File: src/rtl/skid_buf_pkg.sv
// Shared types and constants for the skid_buf_rst register slice.
package skid_buf_pkg;

    localparam int unsigned STALL_CNT_W = 32;

    typedef enum logic [1:0] {
        EMPTY = 2'd0,
        BUSY  = 2'd1,
        FULL  = 2'd2
    } skid_state_e;

endpackage

File: src/rtl/skid_stall_cnt.sv
// Saturating count of cycles where downstream holds off a valid payload.
module skid_stall_cnt
    import skid_buf_pkg::*;
(
    input  logic                   clk,
    input  logic                   rst,
    input  logic                   i_clr,
    input  logic                   i_inc,
    output logic [STALL_CNT_W-1:0] o_cnt
);

    logic [STALL_CNT_W-1:0] r_cnt;

    // Holds at all-ones once saturated; clear has priority over increment.
    always_ff @(posedge clk or posedge rst) begin
        if (rst) begin
            r_cnt <= '0;
        end else if (i_clr) begin
            r_cnt <= '0;
        end else if (i_inc && (r_cnt != '1)) begin
            r_cnt <= r_cnt + STALL_CNT_W'(1);
        end
    end

    assign o_cnt = r_cnt;

endmodule

File: src/rtl/skid_buf_rst.sv
// Two-entry skid buffer with fully registered valid/ready/data and a sync flush.
// Optional stall counter enabled by defining SKID_BUF_STALL_CNT_EN.
module skid_buf_rst
    import skid_buf_pkg::*;
#(
    parameter int unsigned       WIDTH       = 64,
    parameter logic [WIDTH-1:0]  RESET_VALUE = '0
) (
    input  logic                   clk,
    input  logic                   rst,
    input  logic                   clr,
    input  logic                   in_valid,
    output logic                   in_ready,
    input  logic [WIDTH-1:0]       in_data,
    output logic                   out_valid,
    input  logic                   out_ready,
    output logic [WIDTH-1:0]       out_data
`ifdef SKID_BUF_STALL_CNT_EN
    ,
    output logic [STALL_CNT_W-1:0] stall_cnt
`endif
);

    skid_state_e      r_state;
    skid_state_e      w_state_nxt;
    logic [WIDTH-1:0] r_main;
    logic [WIDTH-1:0] r_skid;
    logic [WIDTH-1:0] w_main_nxt;
    logic [WIDTH-1:0] w_skid_nxt;
    logic             r_out_valid;
    logic             r_in_ready;
    logic             w_out_valid_nxt;
    logic             w_in_ready_nxt;
    logic             w_in_xfer;
    logic             w_out_xfer;

    assign w_in_xfer  = in_valid  & r_in_ready;
    assign w_out_xfer = r_out_valid & out_ready;

    always_ff @(posedge clk or posedge rst) begin
        if (rst) begin
            r_state     <= EMPTY;
            r_main      <= RESET_VALUE;
            r_skid      <= RESET_VALUE;
            r_out_valid <= 1'b0;
            r_in_ready  <= 1'b1;
        end else begin
            r_state     <= w_state_nxt;
            r_main      <= w_main_nxt;
            r_skid      <= w_skid_nxt;
            r_out_valid <= w_out_valid_nxt;
            r_in_ready  <= w_in_ready_nxt;
        end
    end

    // Handshake flags are precomputed from the next state so they leave a flop.
    always_comb begin
        w_state_nxt = r_state;
        w_main_nxt  = r_main;
        w_skid_nxt  = r_skid;

        unique case (r_state)
            EMPTY: begin
                if (w_in_xfer) begin
                    w_main_nxt  = in_data;
                    w_state_nxt = BUSY;
                end
            end
            BUSY: begin
                if (w_in_xfer && w_out_xfer) begin
                    w_main_nxt = in_data;
                end else if (w_in_xfer) begin
                    w_skid_nxt  = in_data;
                    w_state_nxt = FULL;
                end else if (w_out_xfer) begin
                    w_state_nxt = EMPTY;
                end
            end
            FULL: begin
                if (w_out_xfer) begin
                    w_main_nxt  = r_skid;
                    w_state_nxt = BUSY;
                end
            end
            default: begin
                w_state_nxt = EMPTY;
            end
        endcase

        if (clr) begin
            w_state_nxt = EMPTY;
            w_main_nxt  = RESET_VALUE;
            w_skid_nxt  = RESET_VALUE;
        end

        w_out_valid_nxt = (w_state_nxt != EMPTY);
        w_in_ready_nxt  = (w_state_nxt != FULL);
    end

    assign in_ready  = r_in_ready;
    assign out_valid = r_out_valid;
    assign out_data  = r_main;

`ifdef SKID_BUF_STALL_CNT_EN
    logic w_stall;

    assign w_stall = r_out_valid & ~out_ready;

    skid_stall_cnt u_stall_cnt (
        .clk   (clk),
        .rst   (rst),
        .i_clr (clr),
        .i_inc (w_stall),
        .o_cnt (stall_cnt)
    );
`endif

endmodule

File: config.mk
export PLATFORM = sky130hd
export DESIGN_NAME = skid_buf_rst
export DESIGN_NICKNAME = d
export VERILOG_FILES = /design/src/rtl/skid_buf_pkg.sv /design/src/rtl/skid_stall_cnt.sv /design/src/rtl/skid_buf_rst.sv
export SDC_FILE = /design/constraint.sdc
export NUM_CORES = 1
export LEC_CHECK = 0
export ABC_AREA = 1
export CAP_MARGIN = 10
export CORE_MARGIN = 2
export CORE_UTILIZATION = 40
export CTS_CLUSTER_DIAMETER = 60
export DETAILED_ROUTE_END_ITERATION = 7
export PLACE_DENSITY_LB_ADDON = 0.08
export REMOVE_ABC_BUFFERS = 1
export SLEW_MARGIN = 25
export SYNTH_ARGS = -nofsm -noshare
export SYNTH_HDL_FRONTEND = slang
export SYNTH_SLANG_ARGS = --single-unit
File: constraint.sdc
create_clock -name clk -period 6.35 [get_ports clk]
set_input_delay 1.27 -clock clk [delete_from_list [all_inputs] [get_ports clk]]
set_output_delay 1.27 -clock clk [all_outputs]
set_load 0.01 [all_outputs]
==> flow_metrics.py <==
metrics = {
    "synthesis": {
        "synthCells": 814,
        "synthTopCellsByCount": "254 x nand2_1, 244 x nand3_1, 131 x dfrtp_1",
        "avgSynthCellArea_sq_um": 7.85,
        "syn-cell-area_sq_mm": 0.00639,
        "synthFlopType": "dfrtp_1",
        "ys_async_sr_fraction_pct": 100,
        "synth_top_area_share_pct": 51.3,
        "synth_most_common_cell": "nand2_1",
        "synth.yosys.seq_area_share_pct": 51.7,
        "ys_types": 17,
        "synth_seq_cells": 132,
        "ys_warn_count": 0,
        "synth_area_leaders": "dfrtp_1 51%, nand3_1 19%, nand2_1 15%",
        "synth-edff-count": 0,
        "yosysTopAreaCell": "dfrtp_1",
    },
    "routing": {
        "drt-total-wl_um": 17600,
        "detail_route.iter0.violations": 550,
        "routed-via-count": 5857,
        "drtPass1Iterations": 5,
        "routed_via_density": 5.19,
        "ant_nets": 0,
        "wire_per_inst_um": 15.6,
        "drc": 0,
    },
    "power_and_ir_drop": {
        "switching_share_pct": 29.6,
        "p_int_uw": 1760,
        "p_leak_uw": 0.00410,
        "p_per_area_mw_per_mm2": 302,
        "p_comb_share_pct": 22.8,
        "peakVddDrop_uv": 184,
        "seqPwrFrac_pct": 40.0,
        "clkPwrFrac_pct": 37.2,
        "switchingPower_uw": 739,
    },
    "clock_tree": {
        "cts.sinks": 132,
        "clkTransAtPathRegs_ps": 50,
        "clk_latency_ps": 420,
        "cts-htree-levels": 4,
        "post-cts-setup-buffers": 0,
        "postCtsHoldBufs": 0,
        "cts_made_buffers": 17,
        "cts_tree": "built",
        "ctsResizeCount": 0,
        "cts.path.max_buffers": 2,
        "ctsRootBufferMaster": "clkbuf_16",
    },
    "floorplanning": {
        "die_w_um": 130,
        "die_area_sq_mm": 0.0170,
        "die_y_um": 130,
        "rows": 46,
        "core-area_sq_mm": 0.0158,
        "initial_core_util_pct": 40.5,
        "io-pin-count": 135,
    },
    "min_path": {
        "hp-start": "out_data[39]",
        "hold_end": "out_data[39]",
        "min_path_type": "flop to flop",
        "min_path_cells": 2,
    },
    "worst_setup_path": {
        "start_kind": "input port",
        "cp.required_ps": 6670,
        "timing.rr.end": "out_data[31]",
        "path_class": "input port to flop",
        "crit_path_max_fanout": 66,
        "reg2reg_slack_ps": 3470,
        "cp.arrival_ps": 3720,
        "r2r_start": "r_state[0]",
        "critPathCaptureType": "flop",
        "reg2reg_depth": 7,
    },
    "layout": {
        "syn_to_final_growth_pct": 29.4,
        "fin_area_sq_mm": 0.00827,
        "utilization_pct": 52.4,
        "n_antenna_cell": 0,
        "layout.nets": 969,
        "fillers": 1542,
        "drive_above_1_share_pct": 5.15,
    },
    "timing": {
        "slew_headroom_pct": 38.1,
        "worst_pin_slew_ps": 927,
        "min_period_ps": 3410,
        "fin_crit_sh_pct": 53.7,
        "slew_violations": 0,
        "finClkSkew_ps": 6.25,
        "rsz0062_at_grt": "no",
        "finalSetupViolCount": 0,
        "fin_hold_ws_ps": 465,
        "finalSetupTns_ps": 0,
        "timing.fmax_mhz": 294,
        "hold_violations": 0,
    },
    "global_routing": {
        "grt-ovfl-total": 0,
        "grt_pass1_vias": 5990,
        "antenna_found_initial": 0,
        "grt_usage_pct": 21.8,
        "grt_pass1_wl_um": 29100,
        "grt_max_degree": 69,
    },
    "run_status": {
        "status": "completed",
    },
    "placement": {
        "dp_hpwl_um": 9730,
        "place_congestion": 0.778,
        "dpl-instance-area_sq_mm": 0.00770,
        "io_buffers": 134,
    },
    "job": {
        "maxCapViolCount": 0,
    },
}
-- worst max-delay path by stage --
stage                              end  slack, ps  cells past startpoint  startpoint
after floorplan            out_data[0]        250                      6  r_state[1]
after global placement    out_data[57]       2150                      7  r_state[0]
after detailed placement    r_skid[60]       2560                      6         clr
after CTS                   r_skid[60]       2970                      6         clr
after global routing        r_skid[60]       2690                      6         clr
final                       r_skid[60]       2940                      6         clr
-- power by group through the flow --
| stage | Clock (uW) | Combinational [uW] | Sequential [uW] |
|---|---|---|---|
| floorplan | 0 | 231 | 1050 |
| global placement | 0 | 568 | 1010 |
| detailed placement | 0 | 577 | 1010 |
| CTS | 955 | 580 | 999 |
| global route | 987 | 636 | 1010 |
| finish | 930 | 569 | 999 |
-- cell usage in the layout, fill, tap and decap left out, drive strengths merged --
master,n
clkbuf,29
nor2,5
o21ai,15
dfrtp,131
nor3,1
clkinv,3
nand3,244
clkdlybuf4s50,133
nand2,255
a21oi,66
buf,7
inv,23
dfstp,1
-- stage by stage --
| step | total power, uW | std cells | worst slack (ps) |
|---|---|---|---|
| floorplan | 1280 | 741 | 249 |
| global placement | 1580 | 1097 | 2150 |
| detailed placement | 1590 | 1097 | 2560 |
| CTS | 2530 | 1129 | 2970 |
| global route | 2630 | 1129 | 2690 |
| finish | 2500 | 1129 | 2940 |
-- sequential cells by signal, indices dropped and copies added, names as in the netlist --
register / flops
r_skid: 64
out_data: 64
out_valid: 1
r_state: 2
in_ready: 1
-- kinds of logic after synthesis --
family          synth area share, %
compound gates                 6.35
buf+inv                        7.25
flops                          51.7
simple gates                   34.7
-- layer usage --
| layer | track usage, % | vias to the layer above | part of all wire [%] |
|---|---|---|---|
| met5 | 0 | - | 0 |
| met4 | 8.64 | 0 | 1.6 |
| met3 | 4.85 | 23 | 4.7 |
| met2 | 37.9 | 156 | 49 |
| met1 | 26.6 | 2809 | 45 |
| li1 | - | 2869 | - |
-- area by class of cell --
type | instances | area [sq um] | area share (%)
Sequential cell | 132 | 3310 | 40.0
Multi-Input combinational cell | 586 | 2650 | 32.1
Timing Repair Buffer | 140 | 1380 | 16.7
Clock buffer | 29 | 551 | 6.66
Tap cell | 216 | 270 | 3.27
Inverter | 23 | 93.8 | 1.13
Clock inverter | 3 | 15.0 | 0.182
-- critical path: stages --
cell,delay [ps]
buf_2,120
inv_4,500
nand2_1,200
inv_2,720
nand2_1,540
o21ai_0,320
No activity file was read; power rests on OpenSTA's default activity.
